File: src/rtl/nn_route_pkg.sv
// Shared constants, FSM encoding and lane helpers for the LUT route sequencer.
package nn_route_pkg;
  localparam int LANES  = 10;
  localparam int WIDTH  = 16;
  localparam int ADDR_W = 4;

  typedef enum logic [1:0] {
    IDLE  = 2'd0,
    ISSUE = 2'd1,
    DRAIN = 2'd2,
    HOLD  = 2'd3
  } rs_state_e;

  function automatic logic [WIDTH-1:0] lane_slice(input logic [LANES*WIDTH-1:0] v,
                                                  input int unsigned k);
    return v[k*WIDTH +: WIDTH];
  endfunction
endpackage

File: src/rtl/lane_unpack_pack.sv
// Indexed lane read mux plus one-hot lane write-enable decoder.
module lane_unpack_pack #(
  parameter int LANES = 10,
  parameter int WIDTH = 16,
  parameter int CNT_W = 5
) (
  input  logic [LANES-1:0][WIDTH-1:0] buf_q,
  input  logic [CNT_W-1:0]            rd_idx,
  output logic [WIDTH-1:0]            rd_data,
  input  logic                        wr_en,
  input  logic [CNT_W-1:0]            wr_idx,
  output logic [LANES-1:0]            wr_sel
);
  // Out-of-range indices read as zero so the idle operand bus stays quiet.
  always_comb begin
    rd_data = '0;
    for (int k = 0; k < LANES; k++)
      if (rd_idx == CNT_W'(k)) rd_data = buf_q[k];
  end

  for (genvar k = 0; k < LANES; k++) begin : g_sel
    assign wr_sel[k] = wr_en && (wr_idx == CNT_W'(k));
  end
endmodule

File: src/rtl/lut_route_sequencer.sv
// Serialises one MAC stage-1 vector through the shared activation LUT and
// reassembles the in-order responses into a vector for MAC stage 2.
module lut_route_sequencer
  import nn_route_pkg::*;
#(
  parameter int LANES  = nn_route_pkg::LANES,
  parameter int WIDTH  = nn_route_pkg::WIDTH,
  parameter int ADDR_W = nn_route_pkg::ADDR_W
) (
  input  logic                   clk,
  input  logic                   rst_n,
  input  logic [LANES*WIDTH-1:0] VecIn,
  input  logic                   VecInValid,
  output logic                   VecInReady,
  output logic                   LutReq,
  input  logic                   LutGnt,
  output logic [ADDR_W-1:0]      LutAddr,
  output logic [WIDTH-1:0]       LutDataOut,
  input  logic                   LutRspValid,
  input  logic [WIDTH-1:0]       LutDataIn,
  output logic [LANES*WIDTH-1:0] VecOut,
  output logic                   VecOutValid,
  input  logic                   VecOutReady,
  output logic                   Busy,
  output logic                   ErrRsp
);
  localparam int CW = ADDR_W + 1;

  rs_state_e                   state, state_nxt;
  logic [CW-1:0]               issue_cnt, rsp_cnt, issued_eff;
  logic [LANES-1:0][WIDTH-1:0] in_buf, out_buf;
  logic                        err;
  logic                        accept, fire, rsp_ok, rsp_last, issue_last;
  logic [WIDTH-1:0]            rd_data;
  logic [LANES-1:0]            wr_sel;

  assign accept     = (state == IDLE) && VecInValid;
  assign fire       = (state == ISSUE) && LutGnt;
  // A grant and its own response may share a cycle, so count this cycle's grant.
  assign issued_eff = issue_cnt + CW'(fire);
  assign rsp_ok     = LutRspValid && ((state == ISSUE) || (state == DRAIN)) &&
                      (rsp_cnt < issued_eff);
  assign rsp_last   = rsp_ok && (rsp_cnt == CW'(LANES - 1));
  assign issue_last = fire && (issue_cnt == CW'(LANES - 1));

  lane_unpack_pack #(.LANES(LANES), .WIDTH(WIDTH), .CNT_W(CW)) u_lanes (
    .buf_q   (in_buf),
    .rd_idx  (issue_cnt),
    .rd_data (rd_data),
    .wr_en   (rsp_ok),
    .wr_idx  (rsp_cnt),
    .wr_sel  (wr_sel)
  );

  always_ff @(posedge clk) begin
    if (!rst_n) state <= IDLE;
    else        state <= state_nxt;
  end

  always_comb begin
    state_nxt = state;
    case (state)
      IDLE:    if (VecInValid) state_nxt = ISSUE;
      ISSUE:   if (rsp_last) state_nxt = HOLD;
               else if (issue_last) state_nxt = DRAIN;
      DRAIN:   if (rsp_last || (rsp_cnt == CW'(LANES))) state_nxt = HOLD;
      HOLD:    if (VecOutReady) state_nxt = IDLE;
      default: state_nxt = IDLE;
    endcase
  end

  always_comb begin
    VecInReady  = (state == IDLE);
    LutReq      = (state == ISSUE);
    LutAddr     = (state == ISSUE) ? issue_cnt[ADDR_W-1:0] : '0;
    LutDataOut  = (state == ISSUE) ? rd_data : '0;
    VecOutValid = (state == HOLD);
    Busy        = (state != IDLE);
  end

  always_ff @(posedge clk) begin
    if (!rst_n) begin
      issue_cnt <= '0;
      rsp_cnt   <= '0;
      in_buf    <= '0;
      out_buf   <= '0;
      err       <= 1'b0;
    end else begin
      if (accept) begin
        in_buf    <= VecIn;
        issue_cnt <= '0;
        rsp_cnt   <= '0;
      end else begin
        if (fire)   issue_cnt <= issue_cnt + CW'(1);
        if (rsp_ok) rsp_cnt   <= rsp_cnt + CW'(1);
      end
      for (int k = 0; k < LANES; k++)
        if (wr_sel[k]) out_buf[k] <= LutDataIn;
      // Stray responses are dropped but remembered until reset.
      if (LutRspValid && !rsp_ok) err <= 1'b1;
    end
  end

  assign VecOut = out_buf;
  assign ErrRsp = err;
endmodule

File: config.mk
export PLATFORM = sky130hd
export DESIGN_NAME = lut_route_sequencer
export DESIGN_NICKNAME = d
export VERILOG_FILES = /design/src/rtl/nn_route_pkg.sv /design/src/rtl/lane_unpack_pack.sv /design/src/rtl/lut_route_sequencer.sv
export SDC_FILE = /design/constraint.sdc
export NUM_CORES = 1
export LEC_CHECK = 0
export BUFFER_PORTS_ARGS = -buffer_cell sky130_fd_sc_hd__buf_4
export CAP_MARGIN = 5
export CORE_ASPECT_RATIO = 0.9
export CORE_UTILIZATION = 57
export DETAILED_ROUTE_END_ITERATION = 10
export GPL_TIMING_DRIVEN = 0
export PLACE_DENSITY = 0.95
export SLEW_MARGIN = 20
export SYNTH_ARGS = -nofsm -noshare
export SYNTH_HDL_FRONTEND = slang
export SYNTH_SLANG_ARGS = --single-unit
File: constraint.sdc
create_clock -name clk -period 8.3 [get_ports clk]
set_input_delay 0.415 -clock clk [delete_from_list [all_inputs] [get_ports clk]]
set_output_delay 0.415 -clock clk [all_outputs]
set_load 0.02 [all_outputs]
# [After elaboration in Yosys (flattened, before gate mapping)]
# Index checks and enable logic that the tools add are counted.
[word_totals] register_bits=333 in_bits=182 out_inout_bits=185 elab_cells=98
[op_classes] addsub=3 order_cmp=1 eq_ne=26 n_mux=18 bitwise_logic=1 reduce_logical=25
[op_table] cell="$mux W16" n=11
[op_table] cell="$eq A5 B3 Y1 const B" n=8
[op_table] cell="$eq A5 B4 Y1 const B" n=5
[op_table] cell="$eq A5 B2 Y1 const B" n=4
[op_table] cell="$logic_and A1 B1 Y1" n=16
[op_table] cell="$add A5 B1 Y5 const B" n=2
[op_table] cell="$eq A5 B1 Y1 const B" n=2
[op_table] cell="$logic_not A5 Y1" n=2
[op_table] cell="$mux W2" n=5
[op_table] cell="$pmux W2 S4" n=1
[op_table] cell="$add A5 B1 Y5" n=1
[op_table] cell="$lt A5 B5 Y1" n=1
[op_table] cell="$eq A2 B2 Y1 const B" n=2
[op_table] cell="$mux W4" n=1
[op_table] cell="$ne A2 B1 Y1 const B" n=2
[op_table] cell="$reduce_and A4 Y1" n=1
[op_table] cell="$ne A3 B1 Y1 const B" n=1
[op_table] cell="$eq A2 B1 Y1 const B" n=1
[op_table] cell="$logic_not A2 Y1" n=1
[op_table] cell="$logic_or A1 B1 Y1" n=2
[op_table] cell="$ne A2 B2 Y1 const B" n=1
[op_table] cell="$reduce_bool A2 Y1" n=1
[op_table] cell="$reduce_or A2 Y1" n=1
[op_table] cell="$logic_not A1 Y1" n=1
[op_table] cell="$not A1 Y1" n=1

# [Longest topological paths before layout]
[logic_depth] ltp_word=12 ltp_mapped=18

# [Hierarchy]
# Synthesis repeated with hierarchy kept, for this count alone.
[unflattened] hier_cells=1597 hier_area_um2=13904.6
[modules_own_cells] mod="lut_route_sequencer" instances=1 cells_per_inst=1354 area_each_um2=12166.7 seq_area_each_um2=6666.4
[modules_own_cells] mod="lane_unpack_pack" instances=1 cells_per_inst=243 area_each_um2=1737.9 seq_area_each_um2=0.0

# [Worst setup path before layout]
# No wires, ideal clock.
[synth_timing] path_type="reg2reg" start="register state[0]" end="register out_buf, in the netlist VecOut[101]" setup_time_ps=125 arrival_ps=3266 required_ps=8175 path_slack_ps=4908 path_stages_with_launch=18 path_buffers=4 synth_period_minus_slack_ps=3392 path_cell_list="dfxtp_1 ha_1 clkbuf_1 and2_1 clkbuf_1 ha_1 ha_1 nand3_1 xor2_1 ha_1 nand2_1 nand4b_1 a21oi_2 buf_4 nand3_1 buf_2 nand3_1 o21ai_0"
[synth_via] elab_chain_cells=6
[synth_rtl] element="start: declaration" line="lut_route_sequencer.sv:29" text="rs_state_e state, state_nxt;"
[synth_rtl] element="start signal: assignment" line="lut_route_sequencer.sv:57" text="else state <= state_nxt;"
[synth_rtl] element="$eq A2 B1 Y1 (*)"
[synth_rtl] element="net LutReq" line="lut_route_sequencer.sv:15" text="output logic LutReq,"
[synth_rtl] element="$logic_and A1 B1 Y1" line="lut_route_sequencer.sv:38" text="assign fire = (state == ISSUE) && LutGnt;"
[synth_rtl] element="$add A5 B1 Y5" line="lut_route_sequencer.sv:40" text="assign issued_eff = issue_cnt + CW'(fire);"
[synth_rtl] element="$lt A5 B5 Y1" line="lut_route_sequencer.sv:42" text="(rsp_cnt < issued_eff);"
[synth_rtl] element="$logic_and A1 B1 Y1 (*)" line="lut_route_sequencer.sv:41" text="assign rsp_ok = LutRspValid && ((state == ISSUE) || (state == DRAIN)) &&"
[synth_rtl] element="$logic_and A1 B1 Y1 (*)" line="lane_unpack_pack.sv:22" text="assign wr_sel[k] = wr_en && (wr_idx == CNT_W'(k));"
[synth_rtl] element="end signal: indexed assignment" line="lut_route_sequencer.sv:98" text="if (wr_sel[k]) out_buf[k] <= LutDataIn;"
[synth_rtl] element="end: declaration" line="lut_route_sequencer.sv:31" text="logic [LANES-1:0][WIDTH-1:0] in_buf, out_buf;"
# The timed path passes the listed nets; every way through them passes the cells marked *.
# A chain may end at the register's enable or synchronous reset.

# [Final worst setup path]
[layout_timing] start="register state[0]" end="register out_buf, in the netlist VecOut[44]"
[layout_via] elab_chain_cells=6
[layout_rtl] element="$eq A2 B1 Y1" line="lut_route_sequencer.sv:38, lut_route_sequencer.sv:41"
[layout_rtl] element="$logic_and A1 B1 Y1" line="lut_route_sequencer.sv:38"
[layout_rtl] element="$add A5 B1 Y5" line="lut_route_sequencer.sv:40"
[layout_rtl] element="$lt A5 B5 Y1" line="lut_route_sequencer.sv:42"
[layout_rtl] element="$logic_and A1 B1 Y1 (*)" line="lut_route_sequencer.sv:41"
[layout_rtl] element="$logic_and A1 B1 Y1 (*)" line="lane_unpack_pack.sv:22"
# Mark *: on every way between the ends. The rest lies on a longest branch, timed or not.

==> impl_metrics.csv <==
group,metric,value,unit
global_routing,grt_pass1_wl,79300,µm
power,switching_share,30.9,%
floorplanning,die_y,150,µm
detailed_routing,drt_wl_total,53000,µm
floorplanning,io_pins,367,
setup_path,cp_slowest_stage_delay,420,ps
setup_path,critPathBufInv,3,
placement,place_area,17000,µm²
timing,fmax,235,MHz
setup_path,crit_path_frequent_cell,"ha_1",
floorplanning,die-area,25100,µm²
global_routing,antenna_found_initial,0,
cts,cts_buffer_depth,3,
synth,synth_top_family_by_area,"compound AO/OA/AOI/OAI gates",
setup_path,rr_startpoint,"state[0]",
job,max_cap_violations,0,
detailed_routing,viasPerCell,6.09,
global_routing,grt_pass1_vias,14400,
detailed_routing,drc_errors,0,
synth,synth_area,13900,µm²
setup_path,critPathCaptureType,"flop",
global_routing,grt_busiest_layer,"met2",
timing,min_period,4250,ps
cells_and_area,nets,2317,
timing,clock_skew,23.8,ps
cts,postCtsSetupBuffers,0,
cts,path_clk_slew,70,ps
synth,postSynthCellCount,1716,
detailed_routing,via_count,14900,
cts,htreeDepth,2,
synth,syn-mean-instance-area,8.12,µm²
setup_path,cp.required,8680,ps
synth,synth.area.mux_share,1.22,%
power,p_seq_share,42.4,%
synth,async_reset_ff_share,0,%
cells_and_area,utilization,77.0,%
placement,hpwl,39500,µm
synth,synth_cell_type_count,51,
timing,worstMarginPinSlew,860,ps
floorplanning,start_util,58.8,%
setup_path,critical_path.cell_chain,"ha_1, clkbuf_1, and2_1, clkbuf_1, ha_1, ha_1, nand3_1, xor2_1, ha_1, nand2_1, nand4b_1, a21oi_2, nand4b_1, clkbuf_1, nand3_1, o21ai_0",
timing,relSlewSlack,42.4,%
synth,synth_edf_count,0,
synth,synth-compound-area-share,22.0,%
timing,finalMaxSlewViolations,0,
cts,cts_buffers,34,
synth,synth_fa_ha_area_share,1.62,%
cts,cts_tree,"done",
setup_path,critPathKind,"reg -> reg",
timing,setup-tns-final,0,ps
global_routing,grtUsageMet3,9.04,%
setup_path,crit_arrival,4630,ps
synth,synth_xor_area_share,0.692,%
floorplanning,coreArea,23700,µm²
floorplanning,die_x,167,µm
global_routing,grt_overflow_total,0,
synth,synth-seq-cells,333,
cells_and_area,final_cell_mix,"nand2_1 (397), buf_4 (367), dfxtp_1 (333)",
cts,cts_hold_buffers,0,
detailed_routing,route.antenna.remaining_nets,0,
cts,clkSinkCount,333,
run_status,outcome,"finished, final reports clean",
power,power_leakage,7.43,nW
setup_path,worstPathMaxFanout,10,
synth,synth_fp_nets,1916,
setup_path,crit_family,"simple AND/OR/NAND/NOR gates",
detailed_routing,drt_first_pass_iters,9,
cells_and_area,drive_gt1_share,21.3,%
detailed_routing,drtIter0Drc,2106,
cts,post_cts_resized,0,
setup_path,cp-startpoint,"state[0]",
synth,synth-simple-area-share,21.7,%
timing,rsz0062_at_grt,"false",
global_routing,grt_max_degree,15,
power,intPower,3.02,mW
setup_path,crit_slowest_cell,"dfxtp_1",
power,pwr_density_cell,240,nW/µm²
power,power.switching,1.35,mW
global_routing,grt_use_met1,52.2,%
global_routing,grt_usage,41.2,%
global_routing,met2_usage,65.9,%
timing,setup-violations-final,0,
cts,clk_latency,530,ps
placement,port_buffers,365,
placement,gp_congestion,1.00,
synth,yosysSeqAreaShare,47.9,%
cts,root_buffer,"clkbuf_16",
power,ir_drop,0.000161,V
detailed_routing,wl_per_cell,21.7,µm
timing,fin_crit_sh,51.2,%
setup_path,worst_setup_path_start_kind,"flop",
timing,hold_viol_final,0,
power,combPwrFrac,20.7,%
floorplanning,rows,53,
synth,synthFlopType,"dfxtp_1",
cells_and_area,stdcell_area,18200,µm²
cells_and_area,area_growth,30.9,%
cells_and_area,layout_commonest_cell,"nand2_1",
synth,ys.warnings.count,0,
min_path,hp-class,"in -> reg",
power,clkPwrFrac,36.9,%
min_path,min_from,"VecIn[108]",
power groups by stage:
| stage | Combinational, mW | Clock, mW | Sequential (mW) |
|---|---|---|---|
| 2_1_floorplan | 0.533 | 0 | 1.85 |
| 6_report | 0.905 | 1.62 | 1.86 |
| 4_1_cts | 0.880 | 1.61 | 1.85 |
| 3_5_place_dp | 0.870 | 0 | 1.88 |
| 3_3_place_gp | 0.845 | 0 | 1.88 |
| 5_1_grt | 0.985 | 1.67 | 1.87 |
flip-flops by register name (all words and copies together) (netlist names):
name,flops
issue_cnt,5
state,2
ErrRsp,1
rsp_cnt,5
in_buf,160
VecOut,160
final cells by class:
class,count,area [µm²]
antenna,1,2.50
buffer,145,621
clock buffer,49,998
clock inverter,11,178
fill,1604,5450
inverter,16,60.1
multi-input combinational,1222,6580
sequential,333,6670
tap,302,378
timing repair buffer,365,2740
metrics by stage:
step	instances	total power [mW]	hold slack [ps]	setup slack (ps)
after floorplan	1716	2.38	438	4910
after global placement	2383	2.72	443	4390
after detailed placement	2383	2.75	450	4260
after CTS	2443	4.33	150	4200
after global routing	2443	4.52	163	3800
final	2444	4.38	155	4050
worst paths after layout:
path | to | slack [ps] | cells past startpoint
min | in_buf[108] | 150 | 3
min reg2reg | VecOut[138] | 460 | 2
max | VecOut[44] | 4050 | 16
max reg2reg | VecOut[44] | 4050 | 16
per-layer routing:
metal,up-vias,wire length [µm]
met4,0,2630
met3,224,5740
met5,-,0
met1,6947,20600
li1,6667,-
met2,1058,24000
worst min-delay path, stage by stage:
cell and delay, ps:
buf_4 110, nand2_1 40, a21boi_0 60
synth_stat cells, drive strengths merged, types with 2 or more instances:
cell type,count,share of area [%]
and2,5,0.22
buf,44,1.7
mux2i,17,1.2
and3,4,0.18
o31ai,3,0.16
a21oi,62,2.3
a22oi,14,0.75
nand4,5,0.22
nand2b,13,0.58
nand3b,3,0.16
o21a,2,0.11
a31oi,16,0.72
nor2,58,1.6
dfxtp,333,48
ha,18,1.6
o22ai,30,1.3
xnor2,3,0.19
a211oi,12,0.65
nand2,397,11
o21ai,170,6.1
nor2b,32,1.4
or3,12,0.54
nand4b,5,0.31
nand3,139,5.0
nor3,5,0.22
nor3b,4,0.29
inv,16,0.43
a21boi,176,9.5
xor2,8,0.50
clkbuf,101,2.7
cells by family (layout without fill, tap and decap cells):
kind of cell	after synthesis	count (layout)
adder cells (fa/ha/maj)	18	18
AO/OA/AOI/OAI	491	491
other	0	1
flip-flops	333	333
buffers and inverters	161	586
XOR/XNOR	11	11
multiplexers	17	17
AND/OR/NAND/NOR	685	685
Power figures use the tool's default switching activity.
